--- config.mk ---
export PLATFORM = sky130hd
export DESIGN_NAME = mipi_csi_rx_crc16_byte
export DESIGN_NICKNAME = d
export VERILOG_FILES = /design/src/rtl/mipi_csi_rx_pkg.sv /design/src/rtl/mipi_csi_rx_crc16_byte.sv
export SDC_FILE = /design/constraint.sdc
export NUM_CORES = 1
export LEC_CHECK = 0
export ABC_AREA = 1
export ABC_CLOCK_PERIOD_IN_PS = 2000
export BUFFER_PORTS_ARGS = -buffer_cell sky130_fd_sc_hd__buf_2
export CORE_MARGIN = 1
export CORE_UTILIZATION = 45
export DETAILED_ROUTE_END_ITERATION = 8
export GPL_TIMING_DRIVEN = 0
export PLACE_DENSITY = 0.93
export SETUP_SLACK_MARGIN = 0.1
export SKIP_LAST_GASP = 1
export SLEW_MARGIN = 15
export SYNTH_ARGS = -nofsm -noshare
export SYNTH_HDL_FRONTEND = slang
export SYNTH_SLANG_ARGS = --single-unit
--- constraint.sdc ---
create_clock -name vclk -period 2
set_clock_uncertainty 0.15 [all_clocks]
set_input_delay 0.6 -clock vclk [all_inputs]
set_output_delay 0.6 -clock vclk [all_outputs]
set_load 0.05 [all_outputs]
--- src/rtl/mipi_csi_rx_pkg.sv ---
// mipi_csi_rx_pkg
// Shared constants and types for the CSI-2 RX payload CRC checker.
//   CRC_POLY_REFL    : CSI-2 CRC-16 polynomial x^16+x^12+x^5+1, bit-reflected
//   CRC_SEED_DEFAULT : CRC register value loaded at every packet start
//   NUM_LANES_MAX    : number of byte lanes delivered per cycle
//   crc_state_t      : checker FSM states
package mipi_csi_rx_pkg;

  localparam logic [15:0] CRC_POLY_REFL    = 16'h8408;
  localparam logic [15:0] CRC_SEED_DEFAULT = 16'hFFFF;
  localparam int          NUM_LANES_MAX    = 4;

  typedef enum logic [1:0] {
    IDLE  = 2'd0,
    ACCUM = 2'd1,
    CHECK = 2'd2
  } crc_state_t;

endpackage

--- src/rtl/mipi_csi_rx_crc16_byte.sv ---
// mipi_csi_rx_crc16_byte
// Combinational single-byte update of the CSI-2 CRC-16. The byte is consumed
// LSB first against the reflected polynomial; when en_i is low the CRC passes
// through unchanged so a skipped lane costs nothing in the cascade.
// Ports:
//   crc_i  [15:0] : CRC before this byte
//   byte_i [7:0]  : payload byte
//   en_i          : byte is valid and must be folded in
//   crc_o  [15:0] : CRC after this byte
module mipi_csi_rx_crc16_byte
  import mipi_csi_rx_pkg::*;
(
  input  logic [15:0] crc_i,
  input  logic [7:0]  byte_i,
  input  logic        en_i,
  output logic [15:0] crc_o
);

  logic [15:0] crcWork;

  // Eight serial shift steps unrolled into one combinational cone; the
  // feedback bit is the CRC LSB xor the current data bit.
  always_comb begin
    crcWork = crc_i;
    if (en_i) begin
      for (int b = 0; b < 8; b++) begin
        if (crcWork[0] ^ byte_i[b]) begin
          crcWork = (crcWork >> 1) ^ CRC_POLY_REFL;
        end else begin
          crcWork = crcWork >> 1;
        end
      end
    end
    crc_o = crcWork;
  end

endmodule

==> impl_metrics.json, run 1 <==
{
  "status": "did not finish",
  "lastStage": "global placement (3_3_place_gp)",
  "error_line": "[ERROR GPL-0301] Utilization 108.531 % exceeds 100%.",
  "chipWidth_um": 38.7,
  "synth_cells": 138,
  "yosysUniqueCellTypes": 16,
  "post-synth-top-area-fraction": 0.414,
  "yosysSeqAreaShare": 0,
  "synth_top_area_cell": "nand2_1",
  "port_buffers": 41,
  "start_util": 0.512,
  "die-height_um": 38.7,
  "yosys_warnings": 0,
  "pin_count": 41,
  "avgSynthCellArea_um2": 4.40,
  "ys_top_cells_by_area": "nand2_1 (41%), nand3_1 (14%), inv_1 (12%)",
  "syn_nets": 163,
  "rows": 12,
  "synth_area_um2": 607
}
-- kinds of logic after synthesis --
kind of cell,Yosys count,synth area share
xor+xnor,2,0.0289
buf+inv,29,0.190
simple gates,98,0.699
compound gates,9,0.0825
-- synth_stat cells --
library cell	count
nand2_1	67
inv_1	20
nand3_1	17
nand2_2	8
inv_2	4
nor2_1	4
buf_2	3
o21ai_1	3
a31oi_1	2
nand2_4	2
o21ai_0	2
o22ai_1	2
clkinv_1	1
inv_4	1
xnor2_1	1
xor2_1	1
==> run 2, diff against run 1 <==
--- a/config.mk
+++ b/config.mk
@@ -8,12 +8,11 @@
 export ABC_AREA = 1
 export ABC_CLOCK_PERIOD_IN_PS = 2000
 export BUFFER_PORTS_ARGS = -buffer_cell sky130_fd_sc_hd__buf_2
-export CORE_MARGIN = 1
-export CORE_UTILIZATION = 45
+export CORE_AREA = 2 2 63 65
 export DETAILED_ROUTE_END_ITERATION = 8
+export DIE_AREA = 0 0 65 67
 export GPL_TIMING_DRIVEN = 0
-export PLACE_DENSITY = 0.93
-export SETUP_SLACK_MARGIN = 0.1
+export PLACE_DENSITY_LB_ADDON = 0.15
 export SKIP_LAST_GASP = 1
 export SLEW_MARGIN = 15
 export SYNTH_ARGS = -nofsm -noshare
==> run 2 against run 1 <==
The flow now finishes, with violations (setup timing). Synthesized area stayed put. Synthesized cell count is the same.
==> impl_metrics.json, run 2 <==
{
  "status": "complete, but fails checks",
  "violations": "setup timing",
  "cp_max_fo": 4,
  "max_slew_margin": 0.842,
  "ir_worst_vdd_uv": 173,
  "drc": 0,
  "wl_per_cell_um": 10.1,
  "min_period_over_period": 1.09,
  "firstDrtPassIters": 4,
  "p_per_area_nw_per_um2": 357,
  "hpwl_mm": 1.74,
  "worst_pin_slew_ps": 236,
  "gr-usage-all-layers": 0.103,
  "total_power_mw": 0.572,
  "max_cap_viol_count": 0,
  "hold_path_class": "in2out",
  "nClkBuffers": 0,
  "via_per_inst": 4.25,
  "p_leak_nw": 0.839,
  "wl_met2_mm": 1.21,
  "via_count": 1007,
  "final_area_um2": 1600,
  "syn_to_final_growth_pct": 164,
  "regArea_um2": 0,
  "wl_met1_mm": 1.06,
  "pin_count": 41,
  "syn_nets": 163,
  "grt_pass1_wl_mm": 3.77,
  "fin_setup_tns_ps": -2180,
  "grt_pass1_vias": 927,
  "diodes": 0,
  "start_util": 0.168,
  "die-height_um": 67,
  "synth_cells": 138,
  "path_delay_family": "buffers and inverters",
  "rows": 22,
  "port_buffers": 41,
  "synth_area_um2": 607,
  "period_needed_ps": 2190,
  "fmax_mhz": 457,
  "chipWidth_um": 65,
  "seq_cell_count": 0,
  "top_layer": "met3",
  "yosysUniqueCellTypes": 16,
  "synth_common_cells": "nand2_1 (67), inv_1 (20), nand3_1 (17)",
  "slowest_stage": "buf_6",
  "drv_slew": 0,
  "cpPeakStageDelay_ps": 180,
  "post-synth-top-area-fraction": 0.414,
  "yosysSeqAreaShare": 0,
  "worstPathArrival_ps": 1440,
  "rsz0062_at_grt": "yes",
  "die-area_um2": 4360,
  "final-hold-violation-count": 0,
  "grt_max_degree": 11,
  "setup_viol_count_final": 16,
  "place_inst": 227,
  "worstPathBufferInverterCount": 4,
  "drtAntennaViolNets": 0,
  "nFillCells": 379,
  "final.setup.worst_slack_ps": -190,
  "fin_nets": 216,
  "hold_ws_ps": 1380,
  "drt_iter0_markers": 13,
  "crit_top_cell": "buf_6",
  "core-area_um2": 3610,
  "drive_gt1_frac": 0.735,
  "wl_met3_um": 140,
  "yosysMostFrequentCell": "nand2_1",
  "multi_input_area_um2": 817,
  "detailed_place.area_um2": 1070,
  "avgSynthCellArea_um2": 4.40,
  "cp-start-kind": "input pin",
  "worstPathRequired_ps": 1250,
  "place.gp.congestion": 0.750,
  "fin_cells": 237,
  "ys_top_cells_by_area": "nand2_1 (41%), nand3_1 (14%), inv_1 (12%)",
  "synth_top_area_cell": "nand2_1",
  "grt_overflow": 0,
  "antenna_found_initial": 0,
  "yosys_warnings": 0,
  "end_kind": "output port",
  "cts-hold-fix-buffers": 0,
  "final_cell_mix": "nand2_1 (27), nand2_2 (27), nand2_4 (23), buf_6 (21), buf_8 (14)",
  "wl_mm": 2.40,
  "path_cells": "buf_6 -> nand2_2 -> nand2_4 -> inv_4 -> nand2_4 -> buf_6 -> a31oi_4 -> buf_6",
  "crit_type": "in2out"
}
==> run 2: cell counts after synthesis <==
Identical to the previous run, type by type.
==> run 2: layout make-up <==
cell class                      instances  area share
Timing Repair Buffer                   51       0.339
Inverter                               26      0.0929
Multi-Input combinational cell        109       0.510
Buffer                                  3      0.0211
Tap cell                               48      0.0375
==> run 2: logic make-up after synthesis <==
group	synth area share
AND/OR/NAND/NOR	0.699
buffers and inverters	0.190
AO/OA/AOI/OAI	0.0825
XOR/XNOR	0.0289
==> run 2: tightest hold or removal path: stages <==
cell	delay [ps]
buf_2	120
o21ai_4	60
buf_6	140
==> run 2: per-layer routing <==
layer  up-vias  GRT usage
met2        28      0.191
met5         -          0
met4         0          0
met1       457      0.140
li1        522          -
met3         0    0.00507
==> run 2: timing repair <==
action / in CTS / in global routing
setup buffers: 6 / 4
gates cloned: 0 / 1
resized for setup: 97 / 42
pin swaps: 23 / 25
setup endpoints to repair: 16 / 16
==> run 2: worst paths after layout <==
path | slack (ps) | depth (start not counted) | to | from
max | -190 | 8 | crc_o[13] | crc_i[1]
min | 1380 | 3 | crc_o[2] | crc_i[10]
==> run 2: stage by stage <==
| stage | utilization | setup slack (ps) |
|---|---|---|
| finish | 0.444 | -190 |
| CTS | 0.400 | -202 |
| global route | 0.444 | -253 |
| detailed placement | 0.298 | -463 |
| floorplan | - | -188 |
| global placement | 0.298 | -455 |
==> run 2: where the power goes <==
part	internal (mW)	total, mW	leakage, nW	switching [mW]
clock	0	0	0	0
combinational	0.240	0.572	0.839	0.332
sequential	0	0	0	0
Power figures use the tool's default switching activity.
